--- config.mk ---
export PLATFORM = sky130hd
export DESIGN_NAME = dice_display
export DESIGN_NICKNAME = d
export VERILOG_FILES = /design/src/rtl/dice_display.sv
export SDC_FILE = /design/constraint.sdc
export NUM_CORES = 1
export LEC_CHECK = 0
export ABC_AREA = 1
export BUFFER_PORTS_ARGS = -buffer_cell sky130_fd_sc_hd__buf_2
export CAP_MARGIN = 20
export CORE_MARGIN = 2
export CORE_UTILIZATION = 65
export DETAILED_ROUTE_END_ITERATION = 6
export GPL_TIMING_DRIVEN = 1
export PLACE_DENSITY = 0.85
export SETUP_SLACK_MARGIN = 0.2
export SKIP_CTS_REPAIR_TIMING = 1
export SLEW_MARGIN = 20
export SYNTH_ARGS = -nofsm -noshare
export SYNTH_HDL_FRONTEND = slang
export SYNTH_SLANG_ARGS = --single-unit
--- constraint.sdc ---
create_clock -name clk -period 3.5 [get_ports clk]
set_input_delay 0.7 -clock clk [delete_from_list [all_inputs] [get_ports clk]]
set_output_delay 0.7 -clock clk [all_outputs]
set_load 0.02 [all_outputs]
--- src/rtl/dice_display.sv ---
// dice_display: latches a dice result, plays a spinning-segment animation, then shows it on a muxed 2-digit 7-seg.
// Optional DICE_DISPLAY_BLINK_EN: result blinks 3 times on entering SHOW before holding steady.
module dice_display #(
    parameter int MUX_CYCLES  = 1000,
    parameter int STEP_CYCLES = 50000,
    parameter int ANIM_STEPS  = 12
) (
    input  logic       clk,
    input  logic       rst_n,
    input  logic       value_valid,
    input  logic [4:0] dice_value,
    input  logic       twty_mode,
    output logic [6:0] seg,
    output logic [1:0] dig_sel,
    output logic       busy
);
    typedef enum logic [1:0] {IDLE, SPIN, SHOW} state_t;
    localparam int MW = $clog2(MUX_CYCLES);
    localparam int SW = $clog2(STEP_CYCLES);
    localparam int AW = $clog2(ANIM_STEPS + 1);
    localparam logic [MW-1:0] MUX_LAST  = MW'(MUX_CYCLES - 1);
    localparam logic [SW-1:0] STEP_LAST = SW'(STEP_CYCLES - 1);
    localparam logic [AW-1:0] ANIM_LAST = AW'(ANIM_STEPS - 1);

    state_t          state_q, state_d;
    logic [MW-1:0]   mux_q, mux_d;
    logic [SW-1:0]   step_q, step_d;
    logic [AW-1:0]   n_q, n_d;
    logic [2:0]      k_q, k_d;
    logic [4:0]      val_q, val_d;
    logic            mode_q, mode_d;
    logic [1:0]      dsel_q, dsel_d;
    logic [6:0]      seg_q, seg_d;
    logic            busy_q;
    logic            step_wrap, blank_d;

    function automatic logic [6:0] digit7(input logic [3:0] d);
        case (d)
            4'd0: digit7 = 7'h3F;
            4'd1: digit7 = 7'h06;
            4'd2: digit7 = 7'h5B;
            4'd3: digit7 = 7'h4F;
            4'd4: digit7 = 7'h66;
            4'd5: digit7 = 7'h6D;
            4'd6: digit7 = 7'h7D;
            4'd7: digit7 = 7'h07;
            4'd8: digit7 = 7'h7F;
            4'd9: digit7 = 7'h6F;
            default: digit7 = 7'h00;
        endcase
    endfunction

    function automatic logic [6:0] result7(input logic [4:0] v, input logic mode, input logic tens_sel);
        logic [1:0] tens;
        logic [4:0] ones;
        tens = (v >= 5'd20) ? 2'd2 : (v >= 5'd10) ? 2'd1 : 2'd0;
        ones = v - 5'd10 * {3'b000, tens};
        if (v == 5'd0 || v > (mode ? 5'd20 : 5'd6))
            result7 = 7'h40;
        else if (tens_sel)
            result7 = (tens == 2'd0) ? 7'h00 : digit7({2'b00, tens});
        else
            result7 = digit7(ones[3:0]);
    endfunction

    assign step_wrap = step_q == STEP_LAST;

`ifdef DICE_DISPLAY_BLINK_EN
    logic [4:0] blink_q, blink_d;
    // 24 steps of blinking: bit 2 of the step count selects blank (0) or on (1) in 4-step halves
    assign blink_d = value_valid ? 5'd0 :
                     (state_q == SHOW && step_wrap && blink_q < 5'd24) ? blink_q + 5'd1 : blink_q;
    assign blank_d = state_d == SHOW && blink_d < 5'd24 && !blink_d[2];
`else
    assign blank_d = 1'b0;
`endif

    always_comb begin
        mux_d   = (mux_q == MUX_LAST) ? '0 : mux_q + 1'b1;
        dsel_d  = (mux_q == MUX_LAST) ? {dsel_q[0], dsel_q[1]} : dsel_q;
        state_d = state_q;
        step_d  = step_q;
        k_d     = k_q;
        n_d     = n_q;
        val_d   = val_q;
        mode_d  = mode_q;
        if (value_valid) begin
            state_d = SPIN;
            val_d   = dice_value;
            mode_d  = twty_mode;
            step_d  = '0;
            k_d     = '0;
            n_d     = '0;
        end else if (state_q != IDLE) begin
            step_d = step_wrap ? '0 : step_q + 1'b1;
            if (state_q == SPIN && step_wrap) begin
                k_d = (k_q == 3'd5) ? 3'd0 : k_q + 3'd1;
                n_d = n_q + 1'b1;
                state_d = (n_q == ANIM_LAST) ? SHOW : SPIN;
            end
        end
        seg_d = (state_d == IDLE || blank_d) ? 7'h00 :
                (state_d == SPIN) ? ((dsel_d[1] && !mode_d) ? 7'h00 : 7'(7'd1 << k_d)) :
                result7(val_d, mode_d, dsel_d[1]);
    end

    always_ff @(posedge clk or negedge rst_n) begin
        if (!rst_n) begin
            state_q <= IDLE;
            mux_q   <= '0;
            step_q  <= '0;
            k_q     <= '0;
            n_q     <= '0;
            val_q   <= '0;
            mode_q  <= 1'b0;
            dsel_q  <= 2'b01;
            seg_q   <= '0;
            busy_q  <= 1'b0;
`ifdef DICE_DISPLAY_BLINK_EN
            blink_q <= '0;
`endif
        end else begin
            state_q <= state_d;
            mux_q   <= mux_d;
            step_q  <= step_d;
            k_q     <= k_d;
            n_q     <= n_d;
            val_q   <= val_d;
            mode_q  <= mode_d;
            dsel_q  <= dsel_d;
            seg_q   <= seg_d;
            busy_q  <= state_d == SPIN;
`ifdef DICE_DISPLAY_BLINK_EN
            blink_q <= blink_d;
`endif
        end
    end

    assign seg     = seg_q;
    assign dig_sel = dsel_q;
    assign busy    = busy_q;
endmodule
==> flow_metrics.py, run 1 <==
metrics = {
    "final_layout": {
        "layout_commonest_cell": "nand2_1",
        "postLayoutCoreUtil": 0.7430,
        "antenna_cells": 0,
        "drive_above_1_share": 0.1213,
        "final_nets": 458,
        "fin_area_um2": 3302,
        "area_growth_pct": 7.935,
        "final_cell_mix": "nand2_1 (100), inv_1 (60), dfrtp_1 (50), nor2_1 (44), nand3_1 (41)",
    },
    "route": {
        "route.detailed.drc": 0,
        "finalWirelength_um": 6046,
        "top_layer_used": "met4",
        "ant_nets": 0,
        "first_pass_iters": 4,
        "wl_met2_um": 2918,
        "wl_met1_um": 2890,
        "drt_iter0_markers": 204,
        "wl_met3_um": 211,
        "wire_per_inst_um": 12.36,
        "vias_per_cell": 5.540,
        "vias": 2709,
    },
    "clock_network": {
        "clk_pin_slew_ns": 0.09,
        "cts_buffers": 5,
        "cts_tree": "done",
        "cts-root-buf": "clkbuf_8",
        "clkSinkCount": 51,
        "h-tree-depth": 2,
        "clock_latency_ns": 0.30,
        "cts_buffer_depth": 2,
    },
    "timing": {
        "rsz0062_at_grt": "false",
        "holdWs_ns": 0.4646,
        "report.final.slew_viol_count": 0,
        "tightest_slew_ns": 0.7521,
        "setup_violations": 0,
        "slew_headroom": 0.4986,
        "fin_crit_sh": 0.8075,
        "skew_ns": 0.006595,
        "hold_violations": 0,
        "setup_tns_ns": 0,
        "min_period_ns": 2.826,
        "max_clock_freq_mhz": 353.8,
    },
    "die": {
        "coreArea_um2": 4444,
        "die_w_um": 72.61,
        "boundaryPins": 19,
        "fp.dieH_um": 72.61,
        "fp-row-count": 24,
        "start_util": 0.6883,
        "dieArea_um2": 5271,
    },
    "place": {
        "place_area_um2": 3203,
        "dp.final_hpwl_um": 4640,
        "gp_congestion": 0.8844,
        "portBuffers": 18,
    },
    "worst_setup_path": {
        "worstRegToRegCells": 15,
        "rr_startpoint": "val_q[3]$_DFF_PN0_",
        "ff2ff_setup_slack_ns": 1.02,
        "crit_arrival_ns": 3.06,
        "cp-end-kind": "flip-flop",
        "crit_required_ns": 3.73,
        "critPathMaxFanout": 21,
        "reg2reg_to": "seg[6]$_DFF_PN0_",
        "critPathLaunchType": "primary input",
        "crit_type": "in -> reg",
    },
    "pwr": {
        "power.density_nw_per_um2": 371.4,
        "power_mw": 1.226,
        "leakagePower_nw": 1.753,
        "peakVddDrop_v": 0.0002718,
    },
    "global_routing": {
        "grt_pass1_wl_um": 10970,
        "grt_max_degree": 36,
        "grtUsageTotal": 0.2584,
        "grt_pass1_vias": 2577,
        "gr-total-overflow": 0,
        "antenna_found_initial": 0,
    },
    "job": {
        "drv_cap": 0,
    },
    "synthesis": {
        "synth_nets": 435,
        "synth_seq_cells": 51,
        "yosysWarnings": 0,
        "syn_inst": 413,
        "ys_seq_area_frac": 0.4176,
        "synth_cell_types": 36,
        "syn_avg_cell_area_um2": 7.407,
        "syn_area_um2": 3059,
    },
    "status": {
        "outcome": "complete, no violations",
    },
    "worst_hold_path": {
        "hold_path_class": "in -> async",
    },
}
==> where the power goes <==
| group | total [mW] | internal (mW) | leakage, nW | switching [mW] |
|---|---|---|---|---|
| Combinational | 0.240 | 0.0896 | 1.05 | 0.150 |
| Clock | 0.353 | 0.162 | 0.0474 | 0.191 |
| Sequential | 0.634 | 0.613 | 0.660 | 0.0202 |
==> registers in the layout, summed over array words and instances, names as in the netlist <==
signal / count
busy: 1
mux_q: 10
n_q: 4
step_q: 16
dig_sel: 2
k_q: 3
seg: 7
state_q: 2
mode_q: 1
val_q: 5
==> synthesized netlist by cell type <==
| master | number | share of area |
|---|---|---|
| nand4_1 | 9 | 0.018 |
| o21ai_1 | 3 | 0.0049 |
| inv_2 | 3 | 0.0037 |
| o21a_1 | 1 | 0.0025 |
| a31oi_1 | 3 | 0.0061 |
| dfrtp_1 | 50 | 0.41 |
| o31ai_1 | 1 | 0.0025 |
| nor4_1 | 1 | 0.0020 |
| xor2_1 | 3 | 0.0086 |
| nand2_1 | 100 | 0.12 |
| buf_6 | 2 | 0.0074 |
| fa_1 | 1 | 0.0065 |
| a2bb2oi_1 | 1 | 0.0029 |
| or2_2 | 1 | 0.0020 |
| a211oi_1 | 2 | 0.0049 |
| o21ai_0 | 22 | 0.036 |
| inv_1 | 60 | 0.074 |
| a221oi_1 | 2 | 0.0057 |
| nor2_1 | 44 | 0.054 |
| nand2_4 | 4 | 0.015 |
| dfstp_2 | 1 | 0.0086 |
| nor3b_1 | 1 | 0.0025 |
| clkinv_1 | 2 | 0.0025 |
| nand2_2 | 9 | 0.018 |
| inv_4 | 1 | 0.0020 |
| nand3_1 | 41 | 0.067 |
| nor3_1 | 6 | 0.0098 |
| clkbuf_1 | 3 | 0.0037 |
| ha_1 | 12 | 0.049 |
| o21ai_2 | 2 | 0.0057 |
| and2_1 | 1 | 0.0020 |
| nand3_2 | 2 | 0.0065 |
| a22o_1 | 1 | 0.0029 |
| o221ai_1 | 1 | 0.0029 |
| nor2_2 | 1 | 0.0020 |
| a21oi_1 | 16 | 0.026 |
==> final cells by class <==
| cell class | count | area, µm² |
|---|---|---|
| Clock buffer | 6 | 82.58 |
| Clock inverter | 2 | 16.27 |
| Fill cell | 369 | 1142 |
| Inverter | 66 | 250.2 |
| Multi-Input combinational cell | 291 | 1498 |
| Sequential cell | 51 | 1277 |
| Tap cell | 52 | 65.06 |
| Timing Repair Buffer | 21 | 112.6 |
==> metrics by stage <==
| step | cells | setup slack, ns |
|---|---|---|
| final | 489 | 0.6736 |
| after global routing | 489 | 0.3926 |
| after global placement | 481 | 0.4179 |
| after floorplan | 413 | 0.7053 |
| after CTS | 489 | 0.6515 |
| after detailed placement | 481 | 0.3431 |
==> worst max-delay path by stage <==
stage	start	endpoint	slack (ns)	depth (start not counted)
finish	value_valid	seg[4]$_DFF_PN0_	0.67	17
detailed placement	value_valid	seg[4]$_DFF_PN0_	0.34	17
global route	value_valid	seg[4]$_DFF_PN0_	0.39	17
floorplan	value_valid	seg[4]$_DFF_PN0_	0.71	18
global placement	value_valid	seg[4]$_DFF_PN0_	0.42	17
CTS	value_valid	seg[4]$_DFF_PN0_	0.65	17
==> cells by family (layout without fill, tap and decap cells) <==
logic type | count (synthesis) | after routing | share of synthesized area
adder cells (fa/ha/maj) | 13 | 13 | 0.05562
buffers and inverters | 71 | 95 | 0.09285
XOR/XNOR | 3 | 3 | 0.008591
AND/OR/NAND/NOR | 220 | 220 | 0.3223
AO/OA/AOI/OAI | 55 | 55 | 0.1031
flip-flops | 51 | 51 | 0.4176
==> worst max-delay path: stages <==
cell     delay, ns
buf_2         0.17
inv_4         0.20
nand2_1       0.10
nand2_2       0.14
nand2_2       0.08
nand2_2       0.06
nand2_1       0.06
nand2_2       0.08
inv_1         0.05
ha_1          0.18
fa_1          0.60
inv_1         0.12
o21ai_0       0.17
nand3_1       0.10
nand3_1       0.08
nand2_1       0.05
a21oi_1       0.11
==> per-layer routing <==
layer  GRT usage  vias to the layer above
met4     0.05556                        0
met5           0                        -
li1            -                     1375
met3     0.03039                        2
met2      0.4384                       59
met1      0.3598                     1273
No activity file was read; power rests on OpenSTA's default activity.
==> run 2: changes to the inputs <==
--- a/config.mk
+++ b/config.mk
@@ -9,10 +9,10 @@
 export BUFFER_PORTS_ARGS = -buffer_cell sky130_fd_sc_hd__buf_2
 export CAP_MARGIN = 20
 export CORE_MARGIN = 2
-export CORE_UTILIZATION = 65
+export CORE_UTILIZATION = 61
 export DETAILED_ROUTE_END_ITERATION = 6
 export GPL_TIMING_DRIVEN = 1
-export PLACE_DENSITY = 0.85
+export PLACE_DENSITY = 0.8
 export SETUP_SLACK_MARGIN = 0.2
 export SKIP_CTS_REPAIR_TIMING = 1
 export SLEW_MARGIN = 20
==> constraint.sdc (replaced) <==
create_clock -name clk -period 2.65 [get_ports clk]
set_input_delay 0.53 -clock clk [delete_from_list [all_inputs] [get_ports clk]]
set_output_delay 0.53 -clock clk [all_outputs]
set_load 0.02 [all_outputs]
==> flow_metrics.py, run 2 (same netlist as run 1, synthesis figures left out) <==
metrics = {
    "final_layout": {
        "final.fill_count": 369,
        "final_cell_mix": "nand2_1 (97), inv_1 (58), dfrtp_1 (50), nor2_1 (44), nand3_1 (41)",
        "seqCellArea_um2": 1277,
        "postLayoutCoreUtil": 0.7210,
        "final_nets": 467,
        "drive_above_1_share": 0.1592,
        "instances_no_fill": 513,
        "largest_register": "step_q",
        "layout_commonest_cell": "nand2_1",
        "multi_input_area_um2": 1533,
        "fin_area_um2": 3451,
        "largest_reg_flops": 16,
        "area_growth_pct": 12.80,
        "antenna_cells": 0,
    },
    "worst_setup_path": {
        "crit_type": "in -> reg",
        "crit_chain": "buf_6 > inv_6 > nand2_1 > nand2_2 > nand2_2 > nand2_2 > nand2_2 > nand2_2 > inv_2 > ha_4 > fa_2 > inv_2 > nand2_1 > nand2_1 > nand3_1 > nand2_1 > nand2_1 > nand2_1 > a21oi_2",
        "cp_slowest_cell": "fa_2",
        "cp_slowest_stage_delay_ns": 0.65,
        "crit_required_ns": 2.88,
        "critPathMaxFanout": 8,
        "critPathLaunchType": "primary input",
        "worstRegToRegCells": 18,
        "cp-end-kind": "flip-flop",
        "crit_arrival_ns": 2.59,
        "cpMostUsedCell": "nand2_1",
    },
    "timing": {
        "rsz0062_at_grt": "true",
        "slew_headroom": 0.5404,
        "skew_ns": 0.005433,
        "fin_crit_sh": 0.8895,
        "hold_violations": 0,
        "report.final.slew_viol_count": 0,
        "setup_violations": 0,
        "tightest_slew_ns": 0.6848,
        "max_clock_freq_mhz": 424.2,
        "setup_tns_ns": 0,
        "min_period_ns": 2.357,
    },
    "clock_network": {
        "cts_buffers": 5,
        "clock_latency_ns": 0.30,
        "cts_tree": "done",
        "clk_pin_slew_ns": 0.09,
        "cts_buffer_depth": 2,
        "h-tree-depth": 2,
        "clkSinkCount": 51,
        "cts-root-buf": "clkbuf_8",
    },
    "place": {
        "gp_congestion": 0.8798,
        "place_area_um2": 3299,
        "place_inst": 503,
        "dp.final_hpwl_um": 4675,
        "portBuffers": 18,
    },
    "global_routing": {
        "grt_pass1_vias": 2582,
        "grt_pass1_wl_um": 10810,
        "grt_max_degree": 52,
        "antenna_found_initial": 0,
        "grtUsageTotal": 0.2503,
        "gr-total-overflow": 0,
    },
    "status": {
        "outcome": "complete, no violations",
    },
    "die": {
        "die_w_um": 74.82,
        "fp-row-count": 25,
        "boundaryPins": 19,
        "start_util": 0.6392,
        "fp.dieH_um": 74.82,
        "dieArea_um2": 5597,
        "coreArea_um2": 4786,
    },
    "route": {
        "drt_iter0_markers": 148,
        "route.detailed.drc": 0,
        "finalWirelength_um": 6310,
        "first_pass_iters": 4,
        "vias_per_cell": 5.322,
        "ant_nets": 0,
        "wire_per_inst_um": 12.30,
        "vias": 2730,
    },
    "pwr": {
        "power.density_nw_per_um2": 510.4,
        "power_mw": 1.761,
        "peakVddDrop_v": 0.0003012,
        "leakagePower_nw": 1.813,
    },
    "job": {
        "drv_cap": 0,
    },
    "worst_hold_path": {
        "hold_path_class": "in -> async",
    },
}
## run 2: cell types whose count changed in the layout (fill, tap and decap cells not counted), moves of 2 or more
cell	before	now
buf_4	3	12
inv_2	3	5
nand2_2	9	11
inv_1	60	58
nand2_1	100	97
## run 2: per-layer routing
| metal | track usage | vias to the layer above | part of all wire |
|---|---|---|---|
| met2 | 0.4405 | 44 | 0.47 |
| met1 | 0.3218 | 1291 | 0.48 |
| met3 | 0.03882 | 6 | 0.031 |
| met4 | 0.06944 | 0 | 0.011 |
| met5 | 0 | - | 0 |
| li1 | - | 1389 | - |
## run 2: final timing paths
| kind | from | end | slack, ns |
|---|---|---|---|
| max | value_valid | seg[0]$_DFF_PN0_ | 0.29 |
| min | rst_n | mux_q[9]$_DFF_PN0_ | 0.32 |
| max reg2reg | val_q[2]$_DFF_PN0_ | seg[0]$_DFF_PN0_ | 0.30 |
| min reg2reg | mux_q[0]$_DFF_PN0_ | mux_q[0]$_DFF_PN0_ | 0.46 |
| max in group asynchronous | rst_n | mux_q[1]$_DFF_PN0_ | 1.90 |
| min in group clk | mux_q[0]$_DFF_PN0_ | mux_q[0]$_DFF_PN0_ | 0.46 |
## run 2: through the flow
| stage | setup slack (ns) | hold WS [ns] |
|---|---|---|
| floorplan | 0.1272 | 0.2344 |
| finish | 0.2928 | 0.3180 |
| CTS | 0.2593 | 0.3490 |
| global route | 0.1667 | 0.3931 |
| detailed placement | -0.04941 | 0.4568 |
| global placement | 0.04863 | 0.4563 |
## run 2: critical path: cells and delay by family
family	cells	cell delay, ns
buffers and inverters	4	0.32
AND/OR/NAND/NOR	12	0.79
adder cells (fa/ha/maj)	2	0.80
AO/OA/AOI/OAI	1	0.13
## run 2: area by class of cell
class | count | share of cell area
Multi-Input combinational cell | 291 | 0.4442
Sequential cell | 51 | 0.3702
Inverter | 66 | 0.07324
Timing Repair Buffer | 30 | 0.05402
Tap cell | 67 | 0.02429
Clock buffer | 6 | 0.02393
Clock inverter | 2 | 0.01015
## run 2: power breakdown
group	total [mW]	switching, mW	internal [mW]
clock network	0.560	0.254	0.306
logic	0.366	0.218	0.148
registers	0.835	0.0248	0.810
==> run 3: changes to the inputs <==
--- a/config.mk
+++ b/config.mk
@@ -8,11 +8,13 @@
 export ABC_AREA = 1
 export BUFFER_PORTS_ARGS = -buffer_cell sky130_fd_sc_hd__buf_2
 export CAP_MARGIN = 20
+export CELL_PAD_IN_SITES_DETAIL_PLACEMENT = 0
+export CELL_PAD_IN_SITES_GLOBAL_PLACEMENT = 2
 export CORE_MARGIN = 2
-export CORE_UTILIZATION = 61
+export CORE_UTILIZATION = 35
 export DETAILED_ROUTE_END_ITERATION = 6
 export GPL_TIMING_DRIVEN = 1
-export PLACE_DENSITY = 0.8
+export PLACE_DENSITY_LB_ADDON = 0.1
 export SETUP_SLACK_MARGIN = 0.2
 export SKIP_CTS_REPAIR_TIMING = 1
 export SLEW_MARGIN = 20
==> flow_metrics.py, run 3 (same netlist as run 1, synthesis figures left out) <==
metrics = {
    "die": {
        "fp.dieH_um": 97.49,
        "boundaryPins": 19,
        "start_util": 0.3560,
        "dieArea_um2": 9504,
        "die_w_um": 97.49,
        "coreArea_um2": 8593,
        "fp-row-count": 34,
    },
    "final_layout": {
        "antenna_cells": 0,
        "largest_reg_flops": 16,
        "layout_commonest_cell": "nand2_1",
        "final.fill_count": 947,
        "final_nets": 476,
        "area_growth_pct": 17.18,
        "largest_register": "step_q",
        "drive_above_1_share": 0.1868,
        "final_cell_mix": "nand2_1 (97), inv_1 (57), dfrtp_1 (50), nor2_1 (43), nand3_1 (41)",
    },
    "timing": {
        "skew_ns": 0.01103,
        "holdWs_ns": 0.2105,
        "report.final.slew_viol_count": 0,
        "rsz0062_at_grt": "true",
        "setup_violations": 0,
        "slew_headroom": 0.6232,
        "min_period_ns": 2.349,
        "setup_tns_ns": 0,
        "hold_violations": 0,
        "fin_crit_sh": 0.8862,
        "max_clock_freq_mhz": 425.8,
        "tightest_slew_ns": 0.5651,
    },
    "route": {
        "wire_per_inst_um": 12.73,
        "vias": 2683,
        "ant_nets": 0,
        "vias_per_cell": 4.766,
        "route.detailed.drc": 0,
        "drt_iter0_markers": 105,
        "first_pass_iters": 4,
        "finalWirelength_um": 7165,
    },
    "clock_network": {
        "cts_buffers": 5,
        "h-tree-depth": 2,
        "clock_latency_ns": 0.30,
        "clk_pin_slew_ns": 0.10,
        "cts-root-buf": "clkbuf_8",
        "cts_buffer_depth": 2,
        "cts_tree": "done",
        "clkSinkCount": 51,
    },
    "pwr": {
        "peakVddDrop_v": 0.0001946,
        "p_switching_mw": 0.5146,
        "power.density_nw_per_um2": 481.5,
        "seqPwrFrac": 0.484,
        "leakagePower_nw": 1.850,
        "intPower_mw": 1.211,
        "p_comb_frac": 0.226,
        "swShare": 0.2982,
        "power_frac_clock": 0.290,
    },
    "global_routing": {
        "grtUsageTotal": 0.1621,
        "antenna_found_initial": 0,
        "grt_pass1_wl_um": 12740,
        "gr-total-overflow": 0,
        "grt_pass1_vias": 2681,
        "grt_max_degree": 31,
    },
    "place": {
        "portBuffers": 18,
        "gp_congestion": 0.7617,
        "dp.final_hpwl_um": 5499,
    },
    "worst_setup_path": {
        "critPathLaunchType": "primary input",
        "crit_type": "in -> reg",
        "crit_required_ns": 2.88,
        "critPathMaxFanout": 8,
        "crit_arrival_ns": 2.58,
        "cp-end-kind": "flip-flop",
    },
    "job": {
        "drv_cap": 0,
    },
    "status": {
        "outcome": "complete, no violations",
    },
    "worst_hold_path": {
        "hold_path_class": "in -> async",
    },
}
-- run 3: power by group through the flow --
stage / sequential (mW) / clock (mW) / combinational, mW
2_1_floorplan: 0.845 / 0 / 0.267
3_3_place_gp: 0.850 / 0 / 0.378
3_5_place_dp: 0.851 / 0 / 0.378
4_1_cts: 0.835 / 0.526 / 0.379
5_1_grt: 0.840 / 0.553 / 0.452
6_report: 0.835 / 0.500 / 0.391
-- run 3: through the flow --
step | cell area (µm²) | std cells | setup WS (ns) | total power, mW | util
4_1_cts | 3535 | 561 | 0.2483 | 1.741 | 0.4113
2_1_floorplan | 3093 | 413 | 0.1272 | 1.112 | -
6_report | 3585 | 563 | 0.3015 | 1.726 | 0.4172
3_5_place_dp | 3431 | 553 | -0.04961 | 1.229 | 0.3992
3_3_place_gp | 3431 | 553 | -0.04952 | 1.228 | 0.3992
5_1_grt | 3585 | 563 | 0.1368 | 1.845 | 0.4172
-- run 3: path summary, 6_finish.rpt --
kind                                     from  slack (ns)  depth (start not counted)                  to
setup / recovery                  value_valid        0.30                         19    seg[0]$_DFF_PN0_
hold / removal                          rst_n        0.21                          1  mux_q[1]$_DFF_PN0_
setup reg to reg           val_q[2]$_DFF_PN0_        0.32                         18    seg[0]$_DFF_PN0_
hold reg to reg            mux_q[0]$_DFF_PN0_        0.47                          1  mux_q[0]$_DFF_PN0_
max in group asynchronous               rst_n        1.87                          2    seg[6]$_DFF_PN0_
min in group clk           mux_q[0]$_DFF_PN0_        0.47                          1  mux_q[0]$_DFF_PN0_
-- run 3: layer usage --
metal | GRT usage | share of wire
met1 | 0.2274 | 0.49
met5 | 0 | 0
met3 | 0.02590 | 0.022
met4 | 0.03205 | 0.0040
met2 | 0.2663 | 0.48
-- run 3: worst max-delay path: stages --
cell and delay (ns):
buf_6 0.12, inv_8 0.07, nand2_1 0.06, nand2_2 0.10
nand2_2 0.06, nand2_2 0.07, nand2_2 0.05, nand2_2 0.06
inv_2 0.04, ha_4 0.15, fa_2 0.66, inv_2 0.08
nand2_1 0.08, nand2_1 0.05, nand3_1 0.08, nand2_1 0.05
nand2_1 0.06, nand2_1 0.06, a21oi_2 0.14
-- run 3: cell type report --
class,instances,area (µm²),share of cell area
clock buffers,7,96.34,0.02688
clock inverters,1,7.507,0.002094
inverters,66,255.2,0.07120
multi-input cells,291,1546,0.4314
flip-flops and latches,51,1277,0.3564
well taps,108,135.1,0.03770
repair buffers,39,266.5,0.07435
